**config.mk**
```make
export PLATFORM = sky130hd
export DESIGN_NAME = mem_port_arbiter
export DESIGN_NICKNAME = d
export VERILOG_FILES = /design/src/rtl/mem_port_arbiter.sv
export SDC_FILE = /design/constraint.sdc
export NUM_CORES = 1
export LEC_CHECK = 0
export BUFFER_PORTS_ARGS = -buffer_cell sky130_fd_sc_hd__buf_2
export CAP_MARGIN = 20
export CORE_ASPECT_RATIO = 1.5
export CORE_UTILIZATION = 51
export DETAILED_ROUTE_END_ITERATION = 10
export PLACE_DENSITY = 0.86
export SLEW_MARGIN = 20
export SYNTH_ARGS = -nofsm -noshare
export SYNTH_HDL_FRONTEND = slang
export SYNTH_SLANG_ARGS = --single-unit
```
**constraint.sdc**
```tcl
create_clock -name clk -period 4.3 [get_ports clk]
set_input_delay 1.29 -clock clk [delete_from_list [all_inputs] [get_ports clk]]
set_output_delay 1.29 -clock clk [all_outputs]
set_load 0.02 [all_outputs]
```
**src/rtl/mem_port_arbiter.sv**
```systemverilog
// Arbitrates one single-ported memory between instruction fetch and data access.
// Data wins by default; a streak counter forces a fetch grant after D_STREAK data wins.
module mem_port_arbiter #(
    parameter int LAT      = 2,
    parameter int D_STREAK = 4
) (
    input  logic        clk,
    input  logic        reset,
    input  logic        i_req,
    input  logic [31:0] i_addr,
    output logic [31:0] i_rdata,
    output logic        i_done,
    input  logic        d_req,
    input  logic [3:0]  d_byteen,
    input  logic [31:0] d_addr,
    input  logic [31:0] d_wdata,
    output logic [31:0] d_rdata,
    output logic        d_done,
    output logic        mem_en,
    output logic [31:0] mem_addr,
    output logic [3:0]  mem_byteen,
    output logic [31:0] mem_wdata,
    input  logic [31:0] mem_rdata,
    output logic [1:0]  owner
);
    localparam logic [3:0] LAT_M1     = 4'(LAT - 1);
    localparam logic [3:0] STREAK_MAX = 4'(D_STREAK);
    localparam logic [1:0] OWN_I      = 2'b01;
    localparam logic [1:0] OWN_D      = 2'b10;

    typedef enum logic [1:0] {IDLE, ISSUE, WAIT, DONE} state_t;

    state_t     state;
    logic [3:0] wait_cnt;
    logic [3:0] streak;
    logic       data_win;

    // fetch only beats a pending data request once the streak has saturated
    always_comb data_win = d_req && !(i_req && streak == STREAK_MAX);

    always_ff @(posedge clk) begin
        if (!reset) begin
            state      <= IDLE;
            wait_cnt   <= '0;
            streak     <= '0;
            i_rdata    <= '0;
            i_done     <= 1'b0;
            d_rdata    <= '0;
            d_done     <= 1'b0;
            mem_en     <= 1'b0;
            mem_addr   <= '0;
            mem_byteen <= '0;
            mem_wdata  <= '0;
            owner      <= '0;
        end else begin
            case (state)
                IDLE: begin
                    if (i_req || d_req) begin
                        if (data_win) begin
                            owner      <= OWN_D;
                            mem_addr   <= d_addr & 32'hFFFF_FFFC;
                            mem_byteen <= d_byteen;
                            mem_wdata  <= d_wdata;
                            if (i_req && streak != STREAK_MAX)
                                streak <= streak + 4'd1;
                        end else begin
                            owner      <= OWN_I;
                            mem_addr   <= i_addr & 32'hFFFF_FFFC;
                            mem_byteen <= '0;
                            mem_wdata  <= '0;
                            streak     <= '0;
                        end
                        mem_en <= 1'b1;
                        state  <= ISSUE;
                    end
                end
                ISSUE: begin
                    mem_en   <= 1'b0;
                    wait_cnt <= LAT_M1;
                    state    <= WAIT;
                end
                WAIT: begin
                    if (wait_cnt == '0) begin
                        // loads capture; stores leave the requester's rdata untouched
                        if (mem_byteen == '0) begin
                            if (owner == OWN_I) i_rdata <= mem_rdata;
                            else                d_rdata <= mem_rdata;
                        end
                        if (owner == OWN_I) i_done <= 1'b1;
                        else                d_done <= 1'b1;
                        state <= DONE;
                    end else begin
                        wait_cnt <= wait_cnt - 4'd1;
                    end
                end
                DONE: begin
                    i_done <= 1'b0;
                    d_done <= 1'b0;
                    owner  <= '0;
                    state  <= IDLE;
                end
                default: state <= IDLE;
            endcase
        end
    end
endmodule
```
# Word-level counts from Yosys, hierarchy flattened
# Index checks and enable logic that the tools add are counted.
dict set report word_totals {
  output_inout_bits 137
  word_cells 70
  rom_bits 0
  input_bits 136
  register_bits 147
  ramBits 0
  n_memories 0
  latch_bits 0
}
dict set report classes {
  shift 0
  n_bitwise 1
  add_sub_neg 2
  div 0
  n_mul 0
  reduce_logical 22
  magnitude_cmp 0
  n_mux 21
  n_eq_ne 12
}
# op count
set ops {}
lappend ops {{$mux W32} 2}
lappend ops {{$mux W4} 4}
lappend ops {{$ne A2 B2 Y1 const B} 5}
lappend ops {{$reduce_and A2 Y1} 5}
lappend ops {{$reduce_and A3 Y1} 3}
lappend ops {{$logic_not A4 Y1} 2}
lappend ops {{$mux W2} 4}
lappend ops {{$pmux W2 S4} 1}
lappend ops {{$pmux W4 S2} 1}
lappend ops {{$reduce_and A4 Y1} 2}
lappend ops {{$reduce_bool A2 Y1} 4}
lappend ops {{$pmux W1 S2} 3}
lappend ops {{$mux W1} 5}
lappend ops {{$add A4 B1 Y4 const B} 1}
lappend ops {{$eq A2 B1 Y1 const B} 2}
lappend ops {{$eq A2 B2 Y1 const B} 2}
lappend ops {{$eq A4 B3 Y1 const B} 1}
lappend ops {{$ne A4 B3 Y1 const B} 1}
lappend ops {{$pmux W2 S2} 1}
lappend ops {{$sub A4 B1 Y4 const B} 1}
lappend ops {{$logic_and A1 B1 Y1} 3}
lappend ops {{$logic_not A2 Y1} 1}
lappend ops {{$ne A2 B1 Y1 const B} 1}
lappend ops {{$logic_not A1 Y1} 1}
lappend ops {{2 further kinds} 2}

# Depth between registers and ports, before layout
# Gate-level depths: netlist of the first run.
dict set report depth {
  ltp_word 7
  depth_mapped 8
  depth_no_buf 5
}

# Worst setup path before layout of the first run
# No wires, ideal clock.
dict set report synth_path {
  kind {input to register}
  start {in d_req}
  end {reg mem_addr[10]}
  n_path_buf 3
  arrival_time_ns 2.217
  cell_stages 6
  required_time_ns 4.185
  setup_time_ns 0.115
  setup_slack_ns 1.969
  path_cell_list {buf_2 -> and2_1 -> clkbuf_1 -> buf_2 -> a32o_1 -> o21a_1}
}
dict set report synth_between {
  elab_chain_len 2
  elab_cells_between_ends 4
  cone_classes {1 x mux; 3 x reduce/logical}
}
# element line_no
set synth_rtl {}
lappend synth_rtl {{from (decl)} 13} ;# input logic d_req,
lappend synth_rtl {{$logic_and A1 B1 Y1 / $logic_or A1 B1 Y1 (equally long branches)} {39, 58}}
lappend synth_rtl {{$mux W32 / $reduce_and A2 Y1 (equally long branches)} --}
lappend synth_rtl {{to (signal assigned)} 61} ;# mem_addr <= d_addr & 32'hFFFF_FFFC;
lappend synth_rtl {{to (signal assigned)} 68} ;# mem_addr <= i_addr & 32'hFFFF_FFFC;
lappend synth_rtl {{to (decl)} 20} ;# output logic [31:0] mem_addr,
# Parallel ways exist; a longest one is shown, timed or not.
# A chain may end at the register's enable or synchronous reset.

# Final worst setup path of the first run
dict set report layout_path {
  start {in i_req}
  end {reg mem_addr[9]}
}
dict set report layout_between {
  elab_chain_len 4
  elab_cells_between_ends 6
  cone_classes {1 x mux; 5 x reduce/logical}
}
# element line_no
set layout_rtl {}
lappend layout_rtl {{from (decl)} 9} ;# input logic i_req,
lappend layout_rtl {{$logic_and A1 B1 Y1} 39} ;# always_comb data_win = d_req && !(i_req && streak == STREAK_MAX);
lappend layout_rtl {{$logic_not A1 Y1} 39}
lappend layout_rtl {{$logic_and A1 B1 Y1} 39}
lappend layout_rtl {{$mux W32} 59} ;# if (data_win) begin
# Parallel ways exist; a longest one is shown, timed or not.

==> results of run 1 <==
[cell usage in the layout, fill, tap and decap left out, types with 2 or more instances in the layout]
master | netlist | final
nor3_1 | 4 | 4
nand2b_1 | 2 | 2
nand2_1 | 99 | 99
clkbuf_1 | 36 | 3
a21oi_1 | 36 | 36
clkinv_4 | 0 | 4
a32oi_1 | 36 | 36
ha_1 | 8 | 8
bufinv_16 | 0 | 3
inv_6 | 0 | 2
o21ai_0 | 5 | 5
buf_2 | 19 | 265
or3_1 | 3 | 3
dfxtp_1 | 145 | 145
clkinvlp_4 | 0 | 2
nand3_1 | 36 | 36
nor2b_1 | 2 | 2
nand3b_1 | 3 | 3
a211oi_1 | 4 | 4
buf_16 | 0 | 2
buf_4 | 3 | 9
a32o_1 | 31 | 31
nor2_1 | 38 | 38
conb_1 | 1 | 2
nand3_2 | 2 | 2
o21a_1 | 30 | 30
inv_1 | 8 | 8
mux2i_1 | 68 | 68
clkbuf_16 | 0 | 17
[metrics by stage]
step	utilization (%)	setup slack [ns]	cell area, µm²	cells
after floorplan	-	1.969	6065	643
after CTS	69.35	1.652	7996	1034
after detailed placement	64.19	1.224	7402	1003
final	69.35	1.614	7996	1034
after global placement	63.72	1.251	7347	1001
after global routing	69.35	1.475	7996	1034
[worst register-to-register path: cells and delay by family, from the launching register on]
kind                     cells  cell delay (ns)
adder cells (fa/ha/maj)      1             0.41
buffers and inverters        2             0.48
flip-flops                   1             0.34
multiplexers                 1             0.14
AND/OR/NAND/NOR              2             0.86
[area by class of cell]
class | instances | area share, %
flip-flops and latches | 145 | 36.30
repair buffers | 277 | 18.37
clock buffers | 20 | 5.461
well taps | 150 | 2.347
multi-input cells | 423 | 35.17
clock inverters | 11 | 1.972
inverters | 8 | 0.3755
[power by group through the flow]
stage	registers [mW]	logic, mW	clock network [mW]
after floorplan	1.87	0.821	0
after global placement	1.66	1.40	0
after detailed placement	1.67	1.43	0
after CTS	1.64	1.43	1.50
after global routing	1.66	1.56	1.56
final	1.64	1.43	1.47
[worst max path at each step]
stage / from / endpoint / slack (ns)
2_1_floorplan: d_req / mem_addr[10]$_SDFFE_PN0P_ / 1.97
3_3_place_gp: i_req / mem_addr[2]$_SDFFE_PN0P_ / 1.25
3_5_place_dp: i_req / mem_addr[9]$_SDFFE_PN0P_ / 1.22
4_1_cts: i_req / mem_addr[9]$_SDFFE_PN0P_ / 1.65
5_1_grt: i_req / mem_addr[31]$_SDFFE_PN0P_ / 1.47
6_report: i_req / mem_addr[9]$_SDFFE_PN0P_ / 1.61
[cell families after synthesis]
kind of cell    Yosys count  share of synthesized area, %
fa+ha+maj                 8                         1.652
compound gates          147                         18.62
buf+inv                  75                         5.966
xor+xnor                  2                        0.2891
other cells               1                       0.06187
simple gates            196                         14.29
flops                   145                         47.89
mux                      68                         11.23
[layer usage]
layer	share of wire [%]	global-route usage (%)	vias up	wire [µm]
li1	-	-	2761	-
met1	39	26.89	2618	6096
met2	50	42.97	265	7755
met3	8.0	6.734	38	1251
met4	3.0	12.79	0	471
met5	0	0	-	0
[sequential cells by signal, indices dropped and copies added (netlist names)]
register / count
wait_cnt: 4
d_rdata: 32
d_done: 1
i_done: 1
mem_addr: 30
mem_byteen: 4
owner: 2
streak: 4
mem_en: 1
mem_wdata: 32
i_rdata: 32
state: 2
==> flow_metrics.py, run 1 <==
metrics = {
    "placement": {
        "hpwl_um": 10570,
        "port_buffers": 266,
        "gp_congestion": 0.8133,
    },
    "worst_setup_path": {
        "critPathTopFamily": "compound AO/OA/AOI/OAI gates",
        "slowest_stage": "o21ai_4",
        "cp_num_buf_inv": 2,
        "r2r_end": "d_rdata[14]$_SDFFE_PN0P_",
        "arrival_ns": 3.03,
        "crit_type": "in -> reg",
        "cp-end-kind": "flop",
        "cp.depth": 5,
        "reg2reg_depth": 6,
        "critPathMaxStageDelay_ns": 0.75,
        "rrSetupSlack_ns": 1.97,
        "r2r-start": "state[0]$_SDFFE_PN0P_",
        "required_ns": 4.64,
        "critical_path.cell_chain": "buf_2 -> o21ai_4 -> buf_4 -> a32o_1 -> o21a_1",
        "cp_max_fo": 36,
        "start_kind": "primary input",
    },
    "yosys": {
        "synth_most_common_cell": "dfxtp_1",
        "synth_seq_cells": 145,
        "yosysTopAreaCell": "dfxtp_1",
        "post_synth_num_cell_types": 39,
        "synthTopCellsByCount": "dfxtp_1 (145), nand2_1 (99), mux2i_1 (68), nor2_1 (38)",
        "yosysSeqAreaShare_pct": 47.89,
        "synthArstFlopShare_pct": 0,
        "synth_ff_type": "dfxtp_1",
        "syn_inst": 642,
        "syn-cell-area_mm2": 0.006061,
        "synth.area.top_cells": "dfxtp_1 (48%), mux2i_1 (11%), nand2_1 (6.1%)",
        "yosys_warnings": 0,
        "synth_top_area_share_pct": 47.89,
        "synth_edf_count": 0,
        "syn_area_per_cell_um2": 9.441,
    },
    "die": {
        "initial_core_util_pct": 52.56,
        "core_area_mm2": 0.01153,
        "die_h_um": 135.5,
        "fp-row-count": 48,
        "ioPinCount": 273,
        "dieArea_mm2": 0.01233,
        "die_w_um": 91.01,
    },
    "min_path": {
        "min_to": "d_rdata[28]$_SDFFE_PN0P_",
        "hold_path_depth": 2,
        "hold_class": "reg -> reg",
        "min_from": "d_rdata[28]$_SDFFE_PN0P_",
    },
    "clock_network": {
        "cts_sinks": 145,
        "cts_root_buffer": "clkbuf_16",
        "htree_num_levels": 4,
        "cts_tree": "done",
        "cts_resized": 0,
        "ctsHoldBuffers": 0,
        "clk_latency_ns": 0.41,
        "cts_buffers": 17,
        "cts.reportedPaths.clkPinSlew_ns": 0.06,
        "clock_path_buffers": 2,
        "cts_setup_buffers": 0,
    },
    "timing": {
        "finalHoldViolCount": 0,
        "whs_ns": 0.4557,
        "max_clock_freq_mhz": 372.3,
        "clock_skew_ns": 0.01228,
        "maxSlewViolCount": 0,
        "final.period_utilization_pct": 62.46,
        "grt_setup_unrepaired": "false",
        "min_period_ns": 2.686,
        "maxSlewHeadroom_pct": 44.59,
        "setup_viol": 0,
        "tns_ns": 0,
        "worst-slew-pin-transition_ns": 0.8280,
    },
    "route": {
        "dr.pass1.iters": 5,
        "drc": 0,
        "wl_um": 15570,
        "num_vias": 5682,
        "ant_nets": 0,
        "viasPerCell": 5.495,
        "routedWlPerCell_um": 15.06,
        "drt-initial-drc-count": 213,
    },
    "final_layout": {
        "n_antenna_cell": 0,
        "seq_area_mm2": 0.002903,
        "num-fill-cells": 945,
        "syn_to_final_growth_pct": 31.94,
        "fin_nets": 1016,
        "multi_input_area_mm2": 0.002813,
        "drive_above_1_share_pct": 35.41,
    },
    "power": {
        "pwr-share-clk_pct": 32.4,
        "switchingPower_mw": 1.532,
        "powerDensity_mw_per_mm2": 568.4,
        "p_leak_nw": 4.053,
        "peakVddDrop_mv": 0.3266,
        "finalPower_mw": 4.545,
        "p_seq_share_pct": 36.1,
        "intPower_mw": 3.013,
        "p_sw_share_pct": 33.71,
        "combPwrFrac_pct": 31.4,
    },
    "grt": {
        "grt_util_all_layers_pct": 24.48,
        "grt_pass1_wl_um": 24360,
        "grt_max_degree": 82,
        "antenna_found_initial": 0,
        "grt_pass1_vias": 5249,
        "grt_overflow": 0,
    },
    "run": {
        "cap_viol_max_count": 0,
    },
    "outcome": {
        "outcome": "finished, final reports clean",
    },
}
(Power assumes the default switching activity.)
==> run 2: changes to the inputs <==
--- a/config.mk
+++ b/config.mk
@@ -8,9 +8,9 @@
 export BUFFER_PORTS_ARGS = -buffer_cell sky130_fd_sc_hd__buf_2
 export CAP_MARGIN = 20
 export CORE_ASPECT_RATIO = 1.5
-export CORE_UTILIZATION = 51
+export CORE_UTILIZATION = 47
 export DETAILED_ROUTE_END_ITERATION = 10
-export PLACE_DENSITY = 0.86
+export PLACE_DENSITY = 0.8
 export SLEW_MARGIN = 20
 export SYNTH_ARGS = -nofsm -noshare
 export SYNTH_HDL_FRONTEND = slang
==> constraint.sdc (replaced) <==
create_clock -name clk -period 2.5 [get_ports clk]
set_input_delay 0.75 -clock clk [delete_from_list [all_inputs] [get_ports clk]]
set_output_delay 0.75 -clock clk [all_outputs]
set_load 0.02 [all_outputs]
==> run 2 against run 1 <==
Against the previous run:
- count of clock-buffer cells in the layout shrank 3
- power grew 71%
- sequential power grew 72%
- highest routed layer unchanged
==> flow_metrics.py, run 2 (synthesis gave the netlist of run 1 again) <==
metrics = {
    "worst_setup_path": {
        "slowest_stage": "dfxtp_1",
        "rrSetupSlack_ns": 0.68,
        "startpoint": "state[0]$_SDFFE_PN0P_",
        "cp.depth": 6,
        "r2r_end": "i_rdata[2]$_SDFFE_PN0P_",
        "critPathTopFamily": "simple AND/OR/NAND/NOR gates",
        "critPathMaxStageDelay_ns": 0.39,
        "cp-end-kind": "flop",
        "arrival_ns": 2.15,
        "cp_num_buf_inv": 2,
        "endpoint": "i_rdata[2]$_SDFFE_PN0P_",
        "r2r-start": "state[0]$_SDFFE_PN0P_",
        "cp_max_fo": 32,
        "required_ns": 2.83,
        "reg2reg_depth": 6,
        "crit_type": "reg -> reg",
        "critical_path.cell_chain": "inv_1 -> ha_1 -> and4bb_2 -> nand3_2 -> buf_12 -> mux2i_1",
        "start_kind": "flop",
    },
    "placement": {
        "port_buffers": 266,
        "gp_congestion": 0.7897,
        "hpwl_um": 10880,
    },
    "clock_network": {
        "cts_sinks": 145,
        "htree_num_levels": 4,
        "ctsHoldBuffers": 0,
        "clk_latency_ns": 0.41,
        "cts_buffers": 17,
        "cts_setup_buffers": 0,
        "cts_root_buffer": "clkbuf_16",
        "cts_resized": 0,
        "clock_path_buffers": 2,
        "cts.reportedPaths.clkPinSlew_ns": 0.06,
        "cts_tree": "done",
    },
    "power": {
        "powerDensity_mw_per_mm2": 964.3,
        "p_leak_nw": 4.088,
        "switchingPower_mw": 2.731,
        "p_seq_share_pct": 36.3,
        "peakVddDrop_mv": 0.5449,
        "p_sw_share_pct": 35.19,
        "combPwrFrac_pct": 31.9,
        "pwr-share-clk_pct": 31.7,
        "intPower_mw": 5.031,
    },
    "grt": {
        "grt_pass1_wl_um": 24320,
        "grt_overflow": 0,
        "grt_pass1_vias": 5233,
        "grt_max_degree": 97,
        "grt_util_all_layers_pct": 22.74,
        "antenna_found_initial": 0,
    },
    "die": {
        "die_h_um": 141.1,
        "dieArea_mm2": 0.01336,
        "fp-row-count": 50,
        "die_w_um": 94.72,
        "ioPinCount": 273,
        "initial_core_util_pct": 48.44,
        "core_area_mm2": 0.01251,
    },
    "timing": {
        "clock_skew_ns": 0.009541,
        "maxSlewViolCount": 0,
        "worst-slew-pin-transition_ns": 0.5027,
        "setup_viol": 0,
        "maxSlewHeadroom_pct": 66.49,
        "max_clock_freq_mhz": 550.5,
        "finalHoldViolCount": 0,
        "min_period_ns": 1.816,
        "tns_ns": 0,
        "grt_setup_unrepaired": "false",
        "final.period_utilization_pct": 72.66,
    },
    "final_layout": {
        "seq_area_mm2": 0.002903,
        "syn_to_final_growth_pct": 32.80,
        "num-fill-cells": 1084,
        "layout_common_cells": "buf_2 (265), dfxtp_1 (145), nand2_1 (99)",
        "final_common_cell": "buf_2",
        "largest_registers": "d_rdata x32, i_rdata x32, mem_wdata x32",
        "finish.utilization_pct": 64.33,
        "n_antenna_cell": 0,
        "drive_above_1_share_pct": 36.47,
        "fin_nets": 1025,
        "multi_input_area_mm2": 0.002813,
    },
    "min_path": {
        "hold_path_depth": 2,
        "hold_class": "reg -> reg",
    },
    "route": {
        "num_vias": 5622,
        "drt-initial-drc-count": 186,
        "viasPerCell": 5.354,
        "routedWlPerCell_um": 14.96,
        "ant_nets": 0,
        "wl_um": 15710,
        "dr.pass1.iters": 5,
        "drc": 0,
    },
    "outcome": {
        "outcome": "finished, final reports clean",
    },
    "run": {
        "cap_viol_max_count": 0,
    },
}
## run 2: tightest hold or removal path, cell delays in order (launching register included)
cell and delay, ns:
dfxtp_1 0.31, nand2_1 0.05, mux2i_1 0.05
## run 2: worst min-delay path by stage
stage	startpoint	end	slack, ns
2_1_floorplan	wait_cnt[3]$_SDFFE_PN0P_	wait_cnt[3]$_SDFFE_PN0P_	0.46
3_3_place_gp	i_rdata[3]$_SDFFE_PN0P_	i_rdata[3]$_SDFFE_PN0P_	0.44
3_5_place_dp	d_rdata[31]$_SDFFE_PN0P_	d_rdata[31]$_SDFFE_PN0P_	0.45
4_1_cts	i_rdata[13]$_SDFFE_PN0P_	i_rdata[13]$_SDFFE_PN0P_	0.46
5_1_grt	i_rdata[13]$_SDFFE_PN0P_	i_rdata[13]$_SDFFE_PN0P_	0.48
6_report	i_rdata[13]$_SDFFE_PN0P_	i_rdata[13]$_SDFFE_PN0P_	0.46
## run 2: through the flow
| step | area [µm²] | total power, mW | setup slack [ns] | std cells | hold slack (ns) |
|---|---|---|---|---|---|
| 6_report | 8049 | 7.762 | 0.6836 | 1050 | 0.4559 |
| 2_1_floorplan | 6065 | 4.636 | 0.7085 | 643 | 0.4625 |
| 4_1_cts | 8049 | 7.827 | 0.6656 | 1050 | 0.4588 |
| 3_3_place_gp | 7475 | 5.304 | 0.5375 | 1018 | 0.4420 |
| 3_5_place_dp | 7475 | 5.348 | 0.5184 | 1018 | 0.4483 |
| 5_1_grt | 8049 | 8.183 | 0.5454 | 1050 | 0.4761 |
## run 2: area by class of cell
| cell class | count | share of cell area [%] |
|---|---|---|
| flip-flops and latches | 145 | 36.06 |
| multi-input cells | 423 | 34.94 |
| repair buffers | 286 | 19.06 |
| clock buffers | 17 | 5.285 |
| well taps | 156 | 2.425 |
| clock inverters | 15 | 1.850 |
| inverters | 8 | 0.3731 |
## run 2: metal layers
layer / share of wire, % / up-vias / wire length [µm] / global-route usage (%)
met1: 39 / 2573 / 6107 / 25.27
met4: 2.6 / 0 / 408 / 9.091
met3: 8.5 / 34 / 1341 / 7.389
met5: 0 / - / 0 / 0
li1: - / 2773 / - / -
met2: 50 / 242 / 7848 / 39.34
## run 2: power groups by stage
stage,Clock (mW),Sequential [mW],Combinational (mW)
2_1_floorplan,0,3.22,1.41
3_3_place_gp,0,2.86,2.45
4_1_cts,2.52,2.82,2.49
5_1_grt,2.63,2.86,2.69
3_5_place_dp,0,2.87,2.48
6_report,2.46,2.82,2.48
==> run 3: changes to the inputs <==
--- a/config.mk
+++ b/config.mk
@@ -5,12 +5,13 @@
 export SDC_FILE = /design/constraint.sdc
 export NUM_CORES = 1
 export LEC_CHECK = 0
+export ABC_AREA = 1
 export BUFFER_PORTS_ARGS = -buffer_cell sky130_fd_sc_hd__buf_2
 export CAP_MARGIN = 20
 export CORE_ASPECT_RATIO = 1.5
-export CORE_UTILIZATION = 47
+export CORE_UTILIZATION = 42
 export DETAILED_ROUTE_END_ITERATION = 10
-export PLACE_DENSITY = 0.8
+export PLACE_DENSITY = 0.76
 export SLEW_MARGIN = 20
 export SYNTH_ARGS = -nofsm -noshare
 export SYNTH_HDL_FRONTEND = slang
==> constraint.sdc (replaced) <==
create_clock -name clk -period 1.58 [get_ports clk]
set_input_delay 0.474 -clock clk [delete_from_list [all_inputs] [get_ports clk]]
set_output_delay 0.474 -clock clk [all_outputs]
set_load 0.02 [all_outputs]
==> run 3 against run 2 <==
Against the previous run:
- synthesized cell count rose by 23%
- setup slack got worse by 0.63 ns
- global-route usage rose by 0.59 points
- sequential share of layout area fell by 1.1 points
- sequential power rose by 64%
- combinational power rose by 110%
- critical endpoint is now mem_wdata[27]$_SDFFE_PN0P_
==> flow_metrics.py, run 3 <==
metrics = {
    "final_layout": {
        "drive_above_1_share_pct": 33.77,
        "multi_input_area_mm2": 0.002577,
        "seq_area_mm2": 0.002905,
        "finish.utilization_pct": 60.85,
        "syn_to_final_growth_pct": 40.28,
        "largest_registers": "d_rdata x32, i_rdata x32, mem_wdata x32",
        "fin_nets": 1197,
        "final_common_cell": "buf_2",
        "layout_common_cells": "buf_2 (266), nand2_1 (186), dfxtp_1 (143)",
        "num-fill-cells": 1249,
    },
    "yosys": {
        "syn-cell-area_mm2": 0.005927,
        "synth_seq_cells": 145,
        "synth_ff_type": "dfxtp_1",
        "post_synth_num_cell_types": 26,
        "synth_most_common_cell": "nand2_1",
        "syn_area_per_cell_um2": 7.493,
        "synthTopCellsByCount": "nand2_1 (187), dfxtp_1 (145), nand3_1 (99), nor2_1 (81), a21oi_1 (75)",
        "syn_inst": 791,
        "synthArstFlopShare_pct": 0,
        "yosysTopAreaCell": "dfxtp_1",
        "synth.area.top_cells": "dfxtp_1 (49%), nand2_1 (12%), nand3_1 (8.4%)",
        "yosysSeqAreaShare_pct": 48.98,
        "synth_edf_count": 0,
        "synth_top_area_share_pct": 48.98,
        "yosys_warnings": 0,
    },
    "min_path": {
        "hold_class": "in -> reg",
    },
    "worst_setup_path": {
        "start_kind": "flop",
        "cp-end-kind": "flop",
        "crit_type": "reg -> reg",
        "required_ns": 1.92,
        "arrival_ns": 1.87,
        "rrSetupSlack_ns": 0.05,
        "cp_max_fo": 8,
    },
    "grt": {
        "grt_pass1_wl_um": 27340,
        "grt_overflow": 0,
        "met2_usage_pct": 42.38,
        "antenna_found_initial": 2,
        "grt_pass1_vias": 5758,
        "grt_max_degree": 49,
        "use_met3_pct": 5.768,
        "grt_use_met1_pct": 25.82,
        "grt.busiest_layer": "met2",
        "grt_util_all_layers_pct": 23.33,
    },
    "clock_network": {
        "cts.reportedPaths.clkPinSlew_ns": 0.07,
        "cts_sinks": 145,
        "ctsHoldBuffers": 0,
        "clock_path_buffers": 2,
        "clk_latency_ns": 0.41,
        "cts_buffers": 17,
        "cts_tree": "done",
        "cts_root_buffer": "clkbuf_16",
        "htree_num_levels": 4,
    },
    "timing": {
        "max_clock_freq_mhz": 654.3,
        "maxSlewViolCount": 0,
        "fin_ws_ns": 0.05153,
        "finalHoldViolCount": 0,
        "setup_viol": 0,
        "min_period_ns": 1.528,
        "clock_skew_ns": 0.007651,
        "grt_setup_unrepaired": "true",
        "final.period_utilization_pct": 96.74,
        "whs_ns": 0.2978,
    },
    "route": {
        "drc": 0,
        "dr.pass1.iters": 5,
        "routedWlPerCell_um": 14.81,
        "viasPerCell": 5.075,
        "ant_nets": 0,
        "drt-initial-drc-count": 265,
        "wl_um": 18200,
        "num_vias": 6237,
    },
    "placement": {
        "port_buffers": 266,
        "post-place-ws_ns": 0.03539,
        "hpwl_um": 12240,
        "gp_congestion": 0.8104,
    },
    "die": {
        "fp-row-count": 52,
        "core_area_mm2": 0.01366,
        "ioPinCount": 273,
        "initial_core_util_pct": 43.38,
        "dieArea_mm2": 0.01460,
        "die_h_um": 147.5,
        "die_w_um": 99.00,
    },
    "power": {
        "finalPower_mw": 13.75,
        "p_leak_nw": 4.118,
        "peakVddDrop_mv": 0.8110,
        "powerDensity_mw_per_mm2": 1654,
    },
    "run": {
        "cap_viol_max_count": 0,
    },
    "outcome": {
        "outcome": "finished, final reports clean",
    },
}
run 3: cell families after synthesis:
kind of cell,Yosys count,synth area share (%)
buffers and inverters,110,8.571
and+or+nand+nor,408,30.31
DFF,145,48.98
AOI/OAI and AO/OA,115,9.795
other,1,0.06327
xor gates and xnor gates,4,0.5912
adders and majority gates,8,1.689
run 3: path summary, 6_finish.rpt:
kind | start | to | cells past startpoint
min | d_wdata[15] | mem_wdata[15]$_SDFFE_PN0P_ | 3
max | streak[1]$_SDFFE_PN0P_ | mem_wdata[27]$_SDFFE_PN0P_ | 10
max reg2reg | streak[1]$_SDFFE_PN0P_ | mem_wdata[27]$_SDFFE_PN0P_ | 10
min reg2reg | i_rdata[2]$_SDFFE_PN0P_ | i_rdata[2]$_SDFFE_PN0P_ | 2
run 3: metal layers:
| metal | part of all wire, % | wire length, µm |
|---|---|---|
| met5 | 0.071 | 13 |
| met4 | 2.2 | 398 |
| met3 | 6.8 | 1230 |
| met2 | 53 | 9619 |
| met1 | 38 | 6938 |
run 3: where the power goes:
part	internal, mW	switching (mW)
clock	2.22	1.70
sequential	4.30	0.327
combinational	1.97	3.24
run 3: final cells by class:
class                   instances  area share (%)
repair buffers                301           22.32
inverters                      51           2.363
clock buffers                  17           5.117
clock inverters                15           1.791
well taps                     162           2.438
flip-flops and latches        145           34.94
multi-input cells             537           31.00
diodes                          1         0.03010
run 3: critical path: stages, from the launching register on:
cell and delay (ns):
dfxtp_2 0.35, inv_1 0.06, ha_2 0.18, nand2_2 0.05, inv_2 0.04, nand2_4 0.10
nand2_8 0.08, nor2_8 0.21, clkbuf_16 0.20, nand2_1 0.06, a21oi_1 0.12
run 3: timing repair:
action | CTS | global route
endpoints found under the setup margin | 0 | 131
gates resized for setup | 0 | 35
setup buffers | 0 | 2
run 3: stage by stage:
stage	cell area [µm²]	setup TNS, ns	instances
after floorplan	5931	0	792
after global placement	7521	0	1189
after detailed placement	7521	0	1189
after CTS	8095	0	1221
after global routing	8312	-0.1919	1228
final	8314	0	1229
